--- config.mk ---
export PLATFORM = sky130hd
export DESIGN_NAME = ctl_round
export DESIGN_NICKNAME = d
export VERILOG_FILES = /design/src/rtl/dh_pkg.sv /design/src/rtl/bcd_sat_add.sv /design/src/rtl/ctl_round.sv
export SDC_FILE = /design/constraint.sdc
export NUM_CORES = 1
export LEC_CHECK = 0
export ABC_AREA = 1
export CAP_MARGIN = 20
export CORE_MARGIN = 1
export CORE_UTILIZATION = 55
export DETAILED_ROUTE_END_ITERATION = 12
export GPL_ROUTABILITY_DRIVEN = 0
export PLACE_DENSITY = 0.77
export SKIP_LAST_GASP = 1
export SLEW_MARGIN = 5
export SYNTH_ARGS = -nofsm -noshare
export SYNTH_HDL_FRONTEND = slang
export SYNTH_HIERARCHICAL = 1
export SYNTH_SLANG_ARGS = --single-unit
export TNS_END_PERCENT = 30
--- constraint.sdc ---
create_clock -name clk -period 12.49 [get_ports clk]
set_clock_uncertainty 0.05 [all_clocks]
set_input_delay 2.498 -clock clk [delete_from_list [all_inputs] [get_ports clk]]
set_output_delay 2.498 -clock clk [all_outputs]
set_load 0.1 [all_outputs]
--- src/rtl/dh_pkg.sv ---
// Shared types and constants for the duck-hunt round controller.
// Latency: n/a (declarations only).
// Backpressure: n/a.
package dh_pkg;

    typedef enum logic [2:0] {
        IDLE,
        LAUNCH,
        FLIGHT,
        RESULT,
        ROUND_END,
        GAME_OVER
    } round_state_t;

    // Score bonus awarded to every player after a perfect round.
    localparam logic [3:0] PERFECT_BONUS = 4'd10;

    // Largest supported number of shooter channels; sets the winner index width.
    localparam int MAX_PLAYERS = 4;
    localparam int WIN_W       = $clog2(MAX_PLAYERS);

endpackage

--- src/rtl/bcd_sat_add.sv ---
// Two-digit BCD plus 4-bit binary addend, saturating at 99.
// Latency: combinational, 0 cycles.
// Backpressure: none, pure function of its inputs.
//
// Ports:
//   a_bcd   in  8  two BCD digits, tens in [7:4]
//   addend  in  4  binary increment 0..15
//   sum_bcd out 8  min(a + addend, 99) as two BCD digits
module bcd_sat_add (
    input  logic [7:0] a_bcd,
    input  logic [3:0] addend,
    output logic [7:0] sum_bcd
);

    logic [7:0] a_bin;
    logic [7:0] s_bin;
    logic [6:0] sat;

    // Converting through binary keeps the carry handling trivial; the operand
    // range (<= 180) fits comfortably in 8 bits.
    always_comb begin
        a_bin   = 8'(a_bcd[7:4]) * 8'd10 + 8'(a_bcd[3:0]);
        s_bin   = a_bin + 8'(addend);
        sat     = (s_bin > 8'd99) ? 7'd99 : s_bin[6:0];
        sum_bcd = {4'(sat / 7'd10), 4'(sat % 7'd10)};
    end

endmodule

--- src/rtl/ctl_round.sv ---
// Round/duck sequencer for a duck-hunt game: ammo, hits, scores, rounds.
// Latency: registered outputs update one cycle after their cause.
// Backpressure: none; pause freezes all state, game_start always restarts.
//
// Ports:
//   clk, rst (sync, active-high), new_frame (frame strobe), game_start,
//   pause, shot_fired[N], hit[N], duck_escaped                -> inputs
//   duck_launch (pulse), duck_hit, fly_away, winner, ammo (4b/player),
//   score_bcd (8b/player), round_bcd, duck_idx, game_over    -> outputs
//
// Build option: define CTL_ROUND_PERFECT_BONUS_EN to award PERFECT_BONUS to
// every player when all ducks of a round were hit.
module ctl_round
    import dh_pkg::*;
#(
    parameter int N_PLAYERS       = 2,
    parameter int AMMO_PER_DUCK   = 3,
    parameter int DUCKS_PER_ROUND = 10,
    parameter int PASS_HITS       = 6,
    parameter int GAP_FRAMES      = 60
) (
    input  logic                   clk,
    input  logic                   rst,
    input  logic                   new_frame,
    input  logic                   game_start,
    input  logic                   pause,
    input  logic [N_PLAYERS-1:0]   shot_fired,
    input  logic [N_PLAYERS-1:0]   hit,
    input  logic                   duck_escaped,
    output logic                   duck_launch,
    output logic                   duck_hit,
    output logic                   fly_away,
    output logic [WIN_W-1:0]       winner,
    output logic [4*N_PLAYERS-1:0] ammo,
    output logic [8*N_PLAYERS-1:0] score_bcd,
    output logic [7:0]             round_bcd,
    output logic [3:0]             duck_idx,
    output logic                   game_over
);

    round_state_t state_q, state_d;

    logic [3:0]       ammo_q     [N_PLAYERS];
    logic [3:0]       ammo_d     [N_PLAYERS];
    logic [7:0]       score_q    [N_PLAYERS];
    logic [7:0]       score_sum  [N_PLAYERS];
    logic [3:0]       score_add  [N_PLAYERS];
    logic [7:0]       round_q;
    logic [7:0]       round_sum;
    logic [3:0]       round_add;
    logic [3:0]       duck_idx_q;
    logic [3:0]       round_hits_q;
    logic [7:0]       frame_cnt_q;
    logic             duck_hit_q;
    logic             fly_away_q;
    logic [WIN_W-1:0] winner_q;

    logic             run;
    logic             hit_any;
    logic [WIN_W-1:0] win_idx;
    logic             ammo_out;
    logic             gap_done;
    logic             last_duck;
    logic             round_pass;

    assign run        = !pause;
    assign last_duck  = (duck_idx_q == 4'(DUCKS_PER_ROUND - 1));
    assign gap_done   = new_frame && (frame_cnt_q == 8'(GAP_FRAMES - 1));
    assign round_pass = (round_hits_q >= 4'(PASS_HITS));

    // Shot/hit decode. Eligibility uses the ammo held before this cycle's
    // shots. Scanning downwards leaves the lowest eligible player as winner.
    always_comb begin
        hit_any  = 1'b0;
        win_idx  = '0;
        ammo_out = 1'b1;
        for (int p = N_PLAYERS - 1; p >= 0; p--) begin
            ammo_d[p] = ammo_q[p];
            if (ammo_q[p] != 4'd0) begin
                if (shot_fired[p]) begin
                    ammo_d[p] = ammo_q[p] - 4'd1;
                end
                if (hit[p]) begin
                    hit_any = 1'b1;
                    win_idx = WIN_W'(p);
                end
            end
            if (ammo_d[p] != 4'd0) begin
                ammo_out = 1'b0;
            end
        end
    end

`ifdef CTL_ROUND_PERFECT_BONUS_EN
    logic perfect;
    assign perfect = (round_hits_q == 4'(DUCKS_PER_ROUND));
`endif

    // Adder operands. A perfect round always passes, so the bonus lands on
    // the same edge that advances the round.
    always_comb begin
        for (int p = 0; p < N_PLAYERS; p++) begin
            score_add[p] = 4'd0;
            if (run && state_q == FLIGHT && hit_any && win_idx == WIN_W'(p)) begin
                score_add[p] = 4'd1;
            end
`ifdef CTL_ROUND_PERFECT_BONUS_EN
            if (run && state_q == ROUND_END && perfect) begin
                score_add[p] = PERFECT_BONUS;
            end
`endif
        end
        round_add = (run && state_q == ROUND_END && round_pass) ? 4'd1 : 4'd0;
    end

    for (genvar p = 0; p < N_PLAYERS; p++) begin : g_player
        bcd_sat_add u_score (
            .a_bcd   (score_q[p]),
            .addend  (score_add[p]),
            .sum_bcd (score_sum[p])
        );
        assign ammo[4*p +: 4]      = ammo_q[p];
        assign score_bcd[8*p +: 8] = score_q[p];
    end

    bcd_sat_add u_round (
        .a_bcd   (round_q),
        .addend  (round_add),
        .sum_bcd (round_sum)
    );

    // State register
    always_ff @(posedge clk) begin
        if (rst) begin
            state_q <= IDLE;
        end else begin
            state_q <= state_d;
        end
    end

    // Next-state logic; game_start wins over pause from any state.
    always_comb begin
        state_d = state_q;
        if (game_start) begin
            state_d = LAUNCH;
        end else if (run) begin
            case (state_q)
                LAUNCH:    state_d = FLIGHT;
                FLIGHT:    if (hit_any || ammo_out || duck_escaped) state_d = RESULT;
                RESULT:    if (gap_done) state_d = last_duck ? ROUND_END : LAUNCH;
                ROUND_END: state_d = round_pass ? LAUNCH : GAME_OVER;
                default:   state_d = state_q;
            endcase
        end
    end

    // Output decode. The launch pulse is held back while paused so a pause
    // spanning LAUNCH still yields exactly one launch cycle.
    always_comb begin
        duck_launch = (state_q == LAUNCH) && !pause;
        game_over   = (state_q == GAME_OVER);
    end

    // Datapath registers
    always_ff @(posedge clk) begin
        if (rst) begin
            for (int p = 0; p < N_PLAYERS; p++) begin
                ammo_q[p]  <= 4'd0;
                score_q[p] <= 8'h00;
            end
            round_q      <= 8'h01;
            duck_idx_q   <= 4'd0;
            round_hits_q <= 4'd0;
            frame_cnt_q  <= 8'd0;
            duck_hit_q   <= 1'b0;
            fly_away_q   <= 1'b0;
            winner_q     <= '0;
        end else if (game_start) begin
            for (int p = 0; p < N_PLAYERS; p++) begin
                score_q[p] <= 8'h00;
            end
            round_q      <= 8'h01;
            duck_idx_q   <= 4'd0;
            round_hits_q <= 4'd0;
            frame_cnt_q  <= 8'd0;
        end else if (run) begin
            for (int p = 0; p < N_PLAYERS; p++) begin
                score_q[p] <= score_sum[p];
            end
            round_q <= round_sum;
            case (state_q)
                LAUNCH: begin
                    for (int p = 0; p < N_PLAYERS; p++) begin
                        ammo_q[p] <= 4'(AMMO_PER_DUCK);
                    end
                    duck_hit_q  <= 1'b0;
                    fly_away_q  <= 1'b0;
                    frame_cnt_q <= 8'd0;
                end
                FLIGHT: begin
                    for (int p = 0; p < N_PLAYERS; p++) begin
                        ammo_q[p] <= ammo_d[p];
                    end
                    if (hit_any) begin
                        duck_hit_q   <= 1'b1;
                        winner_q     <= win_idx;
                        round_hits_q <= round_hits_q + 4'd1;
                    end else if (ammo_out) begin
                        fly_away_q <= 1'b1;
                    end
                end
                RESULT: begin
                    if (gap_done) begin
                        frame_cnt_q <= 8'd0;
                        if (!last_duck) begin
                            duck_idx_q <= duck_idx_q + 4'd1;
                        end
                    end else if (new_frame) begin
                        frame_cnt_q <= frame_cnt_q + 8'd1;
                    end
                end
                ROUND_END: begin
                    if (round_pass) begin
                        duck_idx_q   <= 4'd0;
                        round_hits_q <= 4'd0;
                    end
                end
                default: ;
            endcase
        end
    end

    assign duck_hit  = duck_hit_q;
    assign fly_away  = fly_away_q;
    assign winner    = winner_q;
    assign round_bcd = round_q;
    assign duck_idx  = duck_idx_q;

endmodule

==> results of run 1 <==
## logic make-up after synthesis
| kind of cell | count (synthesis) | synth area share [%] |
|---|---|---|
| adder cells (fa/ha/maj) | 58 | 14.41 |
| XOR/XNOR | 11 | 1.657 |
| AND/OR/NAND/NOR | 479 | 43.85 |
| AO/OA/AOI/OAI | 59 | 6.670 |
| buffers and inverters | 162 | 10.63 |
| other | 1 | 0.06448 |
| flip-flops | 54 | 22.72 |
## worst max path at each step
stage | start | to | slack (ns) | cells past startpoint
after floorplan | hit[0] | score_q[0][1]$_SDFFCE_PN0P_ | 5.44 | 43
after global placement | hit[0] | score_q[0][2]$_SDFFCE_PN0P_ | 4.38 | 44
after detailed placement | hit[0] | score_q[0][2]$_SDFFCE_PN0P_ | 4.31 | 44
after CTS | hit[0] | score_q[0][2]$_SDFFCE_PN0P_ | 4.62 | 44
after global routing | hit[0] | score_q[0][2]$_SDFFCE_PN0P_ | 4.00 | 44
final | hit[1] | score_q[0][2]$_SDFFCE_PN0P_ | 4.64 | 44
## cell usage after synthesis (all sizes together), types with 5 or more instances
| cell | number |
|---|---|
| xor2 | 8 |
| dfxtp | 30 |
| o21ai | 17 |
| nand2 | 248 |
| nand4 | 21 |
| nand3b | 5 |
| nor2 | 92 |
| a21oi | 24 |
| a22o | 7 |
| nand3 | 96 |
| ha | 43 |
| nor3 | 7 |
| inv | 158 |
| or2 | 5 |
| edfxtp | 24 |
| fa | 15 |
## layer usage
metal | wire length [um] | share of wire [%] | GRT usage, % | vias to the layer above
met3 | 462 | 3.9 | 3.306 | 9
met1 | 5324 | 45 | 27.24 | 2437
li1 | - | - | - | 2759
met4 | 95 | 0.80 | 4.527 | 0
met2 | 6036 | 51 | 43.09 | 99
met5 | 0 | 0 | 0 | -
## cell usage in the layout (no fill, tap or decap), types with 4 or more instances in the layout
master / Yosys / final
or2_2: 4 / 4
clkinv_4: 1 / 4
nand2_4: 12 / 12
ha_1: 43 / 43
nor2_4: 8 / 8
nand2_2: 43 / 43
nand3_2: 18 / 18
edfxtp_1: 24 / 24
o21ai_0: 9 / 9
fa_1: 15 / 15
inv_2: 24 / 24
a21oi_1: 22 / 22
inv_1: 134 / 134
dfxtp_1: 30 / 30
clkbuf_8: 0 / 5
clkdlybuf4s50_1: 0 / 50
nand3b_1: 5 / 5
conb_1: 1 / 10
nand4_1: 16 / 16
nand3_4: 7 / 7
xor2_1: 8 / 8
o21ai_2: 5 / 5
a22o_1: 7 / 7
nand2_1: 193 / 193
nor2_1: 75 / 75
nand3_1: 71 / 71
nor2_2: 9 / 9
nor3_1: 5 / 5
## final cells by class
class / instances / share of cell area [%]
clock buffer: 5 / 1.042
clock inverter: 3 / 0.3979
inverter: 160 / 9.189
multi-input combinational: 617 / 59.21
sequential: 54 / 20.01
tap: 136 / 2.577
timing repair buffer: 50 / 7.579
## state kept, by name (all words and copies together), names as in the netlist
| signal | cells |
|---|---|
| ammo_q | 8 |
| duck_hit | 1 |
| duck_idx | 4 |
| fly_away | 1 |
| frame_cnt_q | 8 |
| round_bcd | 8 |
| round_hits_q | 4 |
| score_q | 16 |
| state_q | 3 |
| winner | 1 |
## through the flow
stage          hold slack, ns  instance area (um^2)  std cells  utilization [%]
4_1_cts                0.4239                  6604       1025            64.26
6_report               0.4223                  6604       1025            64.26
5_1_grt                0.4580                  6604       1025            64.26
3_5_place_dp           0.4065                  6509       1017            63.33
2_1_floorplan          0.4123                  5849        833                -
3_3_place_gp           0.4069                  6509       1017            63.33
## worst reg2reg max path, delay by kind of cell, from the launching register on
family | cells | cell delay (ns)
simple gates | 26 | 2.80
fa+ha+maj | 7 | 1.60
buf+inv | 11 | 0.76
flops | 1 | 0.44
compound gates | 2 | 0.29
==> results.py, run 1 <==
metrics = {
    "final_layout": {
        "antenna_cells_inserted": 0,
        "layout-drive-gt1-share_pct": 17.32,
        "n_fill_cell": 926,
        "multi_input_comb_area_um2": 3910,
        "final-seq-area_um2": 1321,
        "synthToLayoutAreaGrowth_pct": 13.55,
        "nNetsFinal": 956,
    },
    "drt": {
        "detail_route.wl_per_cell_um": 11.63,
        "drtAntennaViolNets": 0,
        "total_wirelength_of_the_detailed_routed_design_um": 11920,
        "drc": 0,
        "avgViaCountPerCell": 5.175,
        "drt-pass1-iter-count": 4,
        "drt_first_iter_violations": 263,
        "route.vias.total": 5304,
    },
    "worst_setup_path": {
        "critical-path-slowest-cell": "fa_1",
        "reg2regPathDepth": 46,
        "critPathMostFrequentCell": "inv_1",
        "slowest_delay_ns": 0.54,
        "reg2reg_setup_slack_ns": 6.34,
        "regToRegStartpoint": "ammo_q[0][4]$_DFFE_PP_",
        "worst_reg2reg_endpoint": "score_q[0][2]$_SDFFCE_PN0P_",
        "critPathRequiredTime_ns": 12.52,
        "critical_path_buf_inv_count": 11,
        "kind_of_cell_adding_the_most_delay_to_the_critical_path": "simple AND/OR/NAND/NOR gates",
        "setup.worst_path.class": "in -> reg",
        "worstSetupStartpointType": "primary input",
        "cp.arrival_ns": 7.88,
        "path_max_fanout": 5,
        "setup.worst_path.end_class": "flip-flop",
    },
    "global_route": {
        "tot_gr_track_use_pct": 22.80,
        "vias_in_the_first_global_route": 5115,
        "number_of_antenna_violations_at_the_first_check_in_global_routing": 0,
        "global_route_wire_length_before_repair_um": 21090,
        "grt-ovfl-total": 0,
        "grt_start_max_net_pins": 19,
    },
    "logic_synthesis": {
        "postSynthCellCount": 824,
        "synth-seq-cells": 54,
        "synth_flop_cell": "dfxtp_1",
        "ys_warns": 6,
        "async_flop_share_pct": 0,
        "yosys-top-cells-area": "nand2_1 12%, edfxtp_1 12%, dfxtp_1 10%",
        "synth-seq-area-share_pct": 22.72,
        "synth_top_cell_by_area": "nand2_1",
        "synth_top_area_share_pct": 12.46,
        "synth_edf_count": 24,
        "synth.lib_cells_used.distinct": 48,
        "mappedNetlistArea_um2": 5816,
        "synth.avg_cell_area_um2": 7.058,
    },
    "cts": {
        "clock_tree.buffer_depth": 2,
        "clk_pin_slew_worst_paths_ns": 0.11,
        "postCtsSetupRepairBufs": 0,
        "numClockSinks": 54,
        "cts_root_buffer": "clkbuf_8",
        "tritoncts_clock_tree": "built",
        "clock_latency_ns": 0.32,
        "cts-buffers-inserted": 5,
        "cts_resized": 0,
        "ctsHtreeMaxLevel": 2,
        "cts-hold-fix-buffers": 0,
    },
    "floorplanning": {
        "chipWidth_um": 104.8,
        "floorplan.die_area_um2": 10990,
        "floorplan.die.height_um": 104.8,
        "initial_utilization_pct": 56.59,
        "io_pins": 52,
        "row_count": 37,
        "placeable_core_area_um2": 10280,
    },
    "min_path": {
        "worstHoldPathCells": 2,
        "holdCritStartpoint": "duck_hit$_SDFFE_PP0P_",
        "min_to": "duck_hit$_SDFFE_PP0P_",
        "hold_class": "reg -> reg",
    },
    "timing": {
        "worst-slew-pin-transition_ns": 1.006,
        "grt_setup_unrepaired": "no",
        "timing_hold_violations_final": 0,
        "timing.final.crit_period_ns": 7.845,
        "report.final.slew_viol_count": 0,
        "final_critical_path_setup_slack_ns": 4.645,
        "fmax_ghz": 0.1275,
        "final_min_period_over_clock_period_pct": 62.81,
        "timing.setup.tns_ns": 0,
        "slew_headroom_pct": 32.73,
        "setup-violations-final": 0,
    },
    "outcome": {
        "outcome": "finished clean",
    },
    "place": {
        "dpl_worst_slack_ns": 4.309,
        "placement.io_buffers": 50,
        "detailed_place_hpwl_um": 9896,
    },
    "run": {
        "drv.max_cap_violation_count": 0,
    },
}
Power of run 1 is left out: the tool's default activity adds up to more than one toggle a clock period on the data nets, which glitch-free logic cannot reach.
==> run 2, diff against run 1 <==
--- a/config.mk
+++ b/config.mk
@@ -8,10 +8,10 @@
 export ABC_AREA = 1
 export CAP_MARGIN = 20
 export CORE_MARGIN = 1
-export CORE_UTILIZATION = 55
+export CORE_UTILIZATION = 54
 export DETAILED_ROUTE_END_ITERATION = 12
 export GPL_ROUTABILITY_DRIVEN = 0
-export PLACE_DENSITY = 0.77
+export PLACE_DENSITY = 0.78
 export SKIP_LAST_GASP = 1
 export SLEW_MARGIN = 5
 export SYNTH_ARGS = -nofsm -noshare
==> constraint.sdc (replaced) <==
create_clock -name clk -period 6.8 [get_ports clk]
set_clock_uncertainty 0.05 [all_clocks]
set_input_delay 1.36 -clock clk [delete_from_list [all_inputs] [get_ports clk]]
set_output_delay 1.36 -clock clk [all_outputs]
set_load 0.1 [all_outputs]
==> results.py, run 2 (synthesis gave the netlist of run 1 again) <==
metrics = {
    "worst_setup_path": {
        "critical_path_buf_inv_count": 11,
        "critical-path-slowest-cell": "clkdlybuf4s50_1",
        "setup.worst_path.end_class": "flip-flop",
        "critPathRequiredTime_ns": 6.80,
        "reg2reg_setup_slack_ns": 0.98,
        "path_max_fanout": 6,
        "critPathMostFrequentCell": "nand2_2",
        "reg2regPathDepth": 49,
        "worst_reg2reg_endpoint": "score_q[0][2]$_SDFFCE_PN0P_",
        "slowest_delay_ns": 0.52,
        "regToRegStartpoint": "ammo_q[0][0]$_DFFE_PP_",
        "cp.arrival_ns": 6.40,
        "worstSetupStartpointType": "primary input",
        "setup.worst_path.class": "in -> reg",
        "cp-startpoint": "hit[1]",
        "critical_path_endpoint": "score_q[0][2]$_SDFFCE_PN0P_",
        "worstSetupPathDepth": 47,
        "kind_of_cell_adding_the_most_delay_to_the_critical_path": "simple AND/OR/NAND/NOR gates",
    },
    "timing": {
        "timing_hold_violations_final": 0,
        "worst-slew-pin-transition_ns": 1.014,
        "setup-violations-final": 0,
        "fmax_ghz": 0.1562,
        "slew_headroom_pct": 32.22,
        "final_min_period_over_clock_period_pct": 94.17,
        "timing.final.crit_period_ns": 6.404,
        "report.final.slew_viol_count": 0,
        "grt_setup_unrepaired": "yes",
    },
    "final_layout": {
        "synthToLayoutAreaGrowth_pct": 17.06,
        "nNetsFinal": 970,
        "final_core_utilization_pct": 65.65,
        "layout_commonest_cell": "nand2_1",
        "mostFrequentLayoutCells": "189 x nand2_1, 133 x inv_1, 73 x nor2_1",
        "largest_register_ff_count": 16,
        "layout-drive-gt1-share_pct": 20.27,
        "antenna_cells_inserted": 0,
        "reg_with_most_ffs": "score_q",
        "n_fill_cell": 967,
    },
    "floorplanning": {
        "floorplan.die_area_um2": 11190,
        "io_pins": 52,
        "initial_utilization_pct": 56.08,
        "row_count": 37,
        "chipWidth_um": 105.8,
        "placeable_core_area_um2": 10370,
        "floorplan.die.height_um": 105.8,
    },
    "place": {
        "placement.io_buffers": 50,
        "detailed_place_hpwl_um": 9602,
    },
    "cts": {
        "ctsHtreeMaxLevel": 2,
        "clock_latency_ns": 0.31,
        "cts-hold-fix-buffers": 0,
        "cts_root_buffer": "clkbuf_8",
        "clk_pin_slew_worst_paths_ns": 0.10,
        "clock_tree.buffer_depth": 2,
        "tritoncts_clock_tree": "built",
        "numClockSinks": 54,
        "cts-buffers-inserted": 5,
    },
    "global_route": {
        "grt_start_max_net_pins": 18,
        "grt-ovfl-total": 0,
        "number_of_antenna_violations_at_the_first_check_in_global_routing": 0,
        "vias_in_the_first_global_route": 4935,
        "tot_gr_track_use_pct": 21.79,
        "global_route_wire_length_before_repair_um": 20490,
    },
    "drt": {
        "drtAntennaViolNets": 0,
        "total_wirelength_of_the_detailed_routed_design_um": 11740,
        "avgViaCountPerCell": 5.022,
        "detail_route.wl_per_cell_um": 11.30,
        "drt-pass1-iter-count": 5,
        "drt_first_iter_violations": 196,
        "route.vias.total": 5218,
        "drc": 0,
    },
    "min_path": {
        "holdCritStartpoint": "winner[0]$_SDFFE_PP0P_",
        "hold_class": "reg -> reg",
    },
    "outcome": {
        "outcome": "finished clean",
    },
    "run": {
        "drv.max_cap_violation_count": 0,
    },
}
-- run 2: worst reg2reg max path, delay by kind of cell (launching register included) --
family | cells | cell delay (ns)
buf+inv | 11 | 0.69
compound gates | 1 | 0.17
fa+ha+maj | 7 | 1.47
simple gates | 30 | 2.70
flops | 1 | 0.48
-- run 2: worst min-delay path by stage --
stage | to | slack [ns] | cells after the start
after floorplan | frame_cnt_q[1]$_SDFFE_PP0P_ | 0.41 | 2
after global placement | winner[0]$_SDFFE_PP0P_ | 0.41 | 2
after detailed placement | winner[0]$_SDFFE_PP0P_ | 0.41 | 2
after CTS | winner[0]$_SDFFE_PP0P_ | 0.43 | 2
after global routing | winner[0]$_SDFFE_PP0P_ | 0.45 | 2
final | winner[0]$_SDFFE_PP0P_ | 0.42 | 2
-- run 2: routing by layer --
metal  vias up  global-route usage, %  wire, um
met4         0                  4.960       180
met5         -                      0         0
li1       2764                      -         -
met3        16                  2.288       296
met2        75                  39.59      5769
met1      2363                  27.60      5493
-- run 2: what timing repair did --
| action | in CTS | in global routing |
|---|---|---|
| resized for setup | 0 | 22 |
| setup endpoints to repair | 0 | 9 |
| buffers inserted | 0 | 7 |
-- run 2: area by class of cell --
cell class | count | area [um^2] | share of cell area (%)
Clock buffer | 8 | 111.4 | 1.636
Inverter | 160 | 608.1 | 8.932
Multi-Input combinational cell | 617 | 3989 | 58.59
Sequential cell | 54 | 1321 | 19.41
Tap cell | 136 | 170.2 | 2.500
Timing Repair Buffer | 64 | 608.1 | 8.932
-- run 2: per-stage QoR --
step | cell area [um^2] | TNS (ns) | hold slack, ns | cells | setup WS, ns
3_3_place_gp | 6561 | 0 | 0.4052 | 1024 | 0.09822
6_report | 6808 | 0 | 0.4217 | 1039 | 0.3962
2_1_floorplan | 5849 | 0 | 0.4123 | 833 | 0.7041
4_1_cts | 6673 | 0 | 0.4289 | 1032 | 0.2130
3_5_place_dp | 6561 | -0.1604 | 0.4135 | 1024 | -0.08171
5_1_grt | 6808 | -0.03438 | 0.4500 | 1039 | -0.01860
Power of run 2 is left out for the same reason.
==> run 3, diff against run 2 <==
--- a/config.mk
+++ b/config.mk
@@ -12,7 +12,6 @@
 export DETAILED_ROUTE_END_ITERATION = 12
 export GPL_ROUTABILITY_DRIVEN = 0
 export PLACE_DENSITY = 0.78
-export SKIP_LAST_GASP = 1
 export SLEW_MARGIN = 5
 export SYNTH_ARGS = -nofsm -noshare
 export SYNTH_HDL_FRONTEND = slang
==> results.py, run 3 (synthesis gave the netlist of run 1 again) <==
metrics = {
    "outcome": {
        "outcome": "finished clean",
    },
    "drt": {
        "drt_first_iter_violations": 196,
        "avgViaCountPerCell": 5.027,
        "drt-pass1-iter-count": 5,
        "detail_route.wl_per_cell_um": 11.30,
        "total_wirelength_of_the_detailed_routed_design_um": 11740,
        "drtAntennaViolNets": 0,
        "drc": 0,
        "route.vias.total": 5223,
    },
    "floorplanning": {
        "io_pins": 52,
        "placeable_core_area_um2": 10370,
        "floorplan.die.height_um": 105.8,
        "row_count": 37,
        "chipWidth_um": 105.8,
        "initial_utilization_pct": 56.08,
        "floorplan.die_area_um2": 11190,
    },
    "final_layout": {
        "mostFrequentLayoutCells": "189 x nand2_1, 133 x inv_1, 72 x nor2_1",
        "layout-drive-gt1-share_pct": 20.38,
        "reg_with_most_ffs": "score_q",
        "nNetsFinal": 970,
        "largest_register_ff_count": 16,
        "layout_commonest_cell": "nand2_1",
        "synthToLayoutAreaGrowth_pct": 17.10,
        "antenna_cells_inserted": 0,
    },
    "timing": {
        "worst-slew-pin-transition_ns": 1.014,
        "fmax_ghz": 0.1562,
        "final_min_period_over_clock_period_pct": 94.17,
        "final_critical_path_setup_slack_ns": 0.3963,
        "timing_hold_violations_final": 0,
        "timing.final.crit_period_ns": 6.404,
        "report.final.slew_viol_count": 0,
        "finalHoldWorstSlack_ns": 0.4217,
        "slew_headroom_pct": 32.22,
        "setup-violations-final": 0,
    },
    "worst_setup_path": {
        "critPathRequiredTime_ns": 6.80,
        "worst_reg2reg_endpoint": "score_q[0][2]$_SDFFCE_PN0P_",
        "setup.worst_path.end_class": "flip-flop",
        "slowest_delay_ns": 0.52,
        "regToRegStartpoint": "ammo_q[0][0]$_DFFE_PP_",
        "path_max_fanout": 6,
        "cp.arrival_ns": 6.40,
        "critPathMostFrequentCell": "nand2_2",
        "critical_path_endpoint": "score_q[0][2]$_SDFFCE_PN0P_",
        "reg2regPathDepth": 49,
        "worstSetupStartpointType": "primary input",
        "setup.worst_path.class": "in -> reg",
        "critical-path-slowest-cell": "clkdlybuf4s50_1",
        "cp-startpoint": "hit[1]",
        "reg2reg_setup_slack_ns": 0.98,
    },
    "place": {
        "dpl_worst_slack_ns": -0.08171,
        "detailed_place_hpwl_um": 9602,
        "placement.io_buffers": 50,
    },
    "cts": {
        "cts-buffers-inserted": 5,
        "ctsHtreeMaxLevel": 2,
        "clock_latency_ns": 0.31,
        "tritoncts_clock_tree": "built",
        "clk_pin_slew_worst_paths_ns": 0.10,
        "clock_tree.buffer_depth": 2,
        "numClockSinks": 54,
        "cts-hold-fix-buffers": 0,
        "cts_root_buffer": "clkbuf_8",
    },
    "global_route": {
        "global_route_wire_length_before_repair_um": 20490,
        "tot_gr_track_use_pct": 21.79,
        "number_of_antenna_violations_at_the_first_check_in_global_routing": 0,
        "grt_start_max_net_pins": 18,
        "grt-ovfl-total": 0,
        "vias_in_the_first_global_route": 4935,
    },
    "min_path": {
        "hold_class": "reg -> reg",
        "worstHoldPathCells": 2,
    },
    "run": {
        "drv.max_cap_violation_count": 0,
    },
}
## run 3: cell count changes in the layout (fill, tap and decap cells not counted)
cell,delta
nor2_1,-1
nor2_2,+1
## run 3: stage by stage
step | instance area, um^2 | cells | util (%) | setup TNS (ns)
6_report | 6810 | 1039 | 65.67 | 0
5_1_grt | 6810 | 1039 | 65.67 | -0.01190
4_1_cts | 6673 | 1032 | 64.35 | 0
3_5_place_dp | 6561 | 1024 | 63.27 | -0.1604
3_3_place_gp | 6561 | 1024 | 63.27 | 0
2_1_floorplan | 5849 | 833 | - | 0
## run 3: area by class of cell
class	count	area (um^2)
multi-input cells	617	3991
fillers	966	3560
flip-flops and latches	54	1321
repair buffers	64	608.1
inverters	160	608.1
well taps	136	170.2
clock buffers	8	111.4
## run 3: metal layers
layer  GRT usage (%)  vias up  wire [um]
li1                -     2764          -
met3           2.288       16        289
met5               0        -          0
met1           27.60     2370       5497
met2           39.59       73       5772
met4           4.960        0        180
## run 3: worst min-delay path by stage
stage	startpoint	slack, ns	to
2_1_floorplan	frame_cnt_q[1]$_SDFFE_PP0P_	0.41	frame_cnt_q[1]$_SDFFE_PP0P_
3_3_place_gp	winner[0]$_SDFFE_PP0P_	0.41	winner[0]$_SDFFE_PP0P_
3_5_place_dp	winner[0]$_SDFFE_PP0P_	0.41	winner[0]$_SDFFE_PP0P_
4_1_cts	winner[0]$_SDFFE_PP0P_	0.43	winner[0]$_SDFFE_PP0P_
5_1_grt	winner[0]$_SDFFE_PP0P_	0.45	winner[0]$_SDFFE_PP0P_
6_report	winner[0]$_SDFFE_PP0P_	0.42	winner[0]$_SDFFE_PP0P_
## run 3: what timing repair did
item                                    in CTS  in global routing
setup buffers                                0                  7
resized for setup                            0                 23
endpoints found under the hold margin        0                  0
endpoints found under the setup margin       0                  9
## run 3: worst max-delay path, delay by kind of cell
family,cells,cell delay (ns)
adders and majority gates,6,1.19
buffers and inverters,11,1.12
AOI/OAI and AO/OA,1,0.09
and+or+nand+nor,29,2.62
Power of run 3 is left out for the same reason.
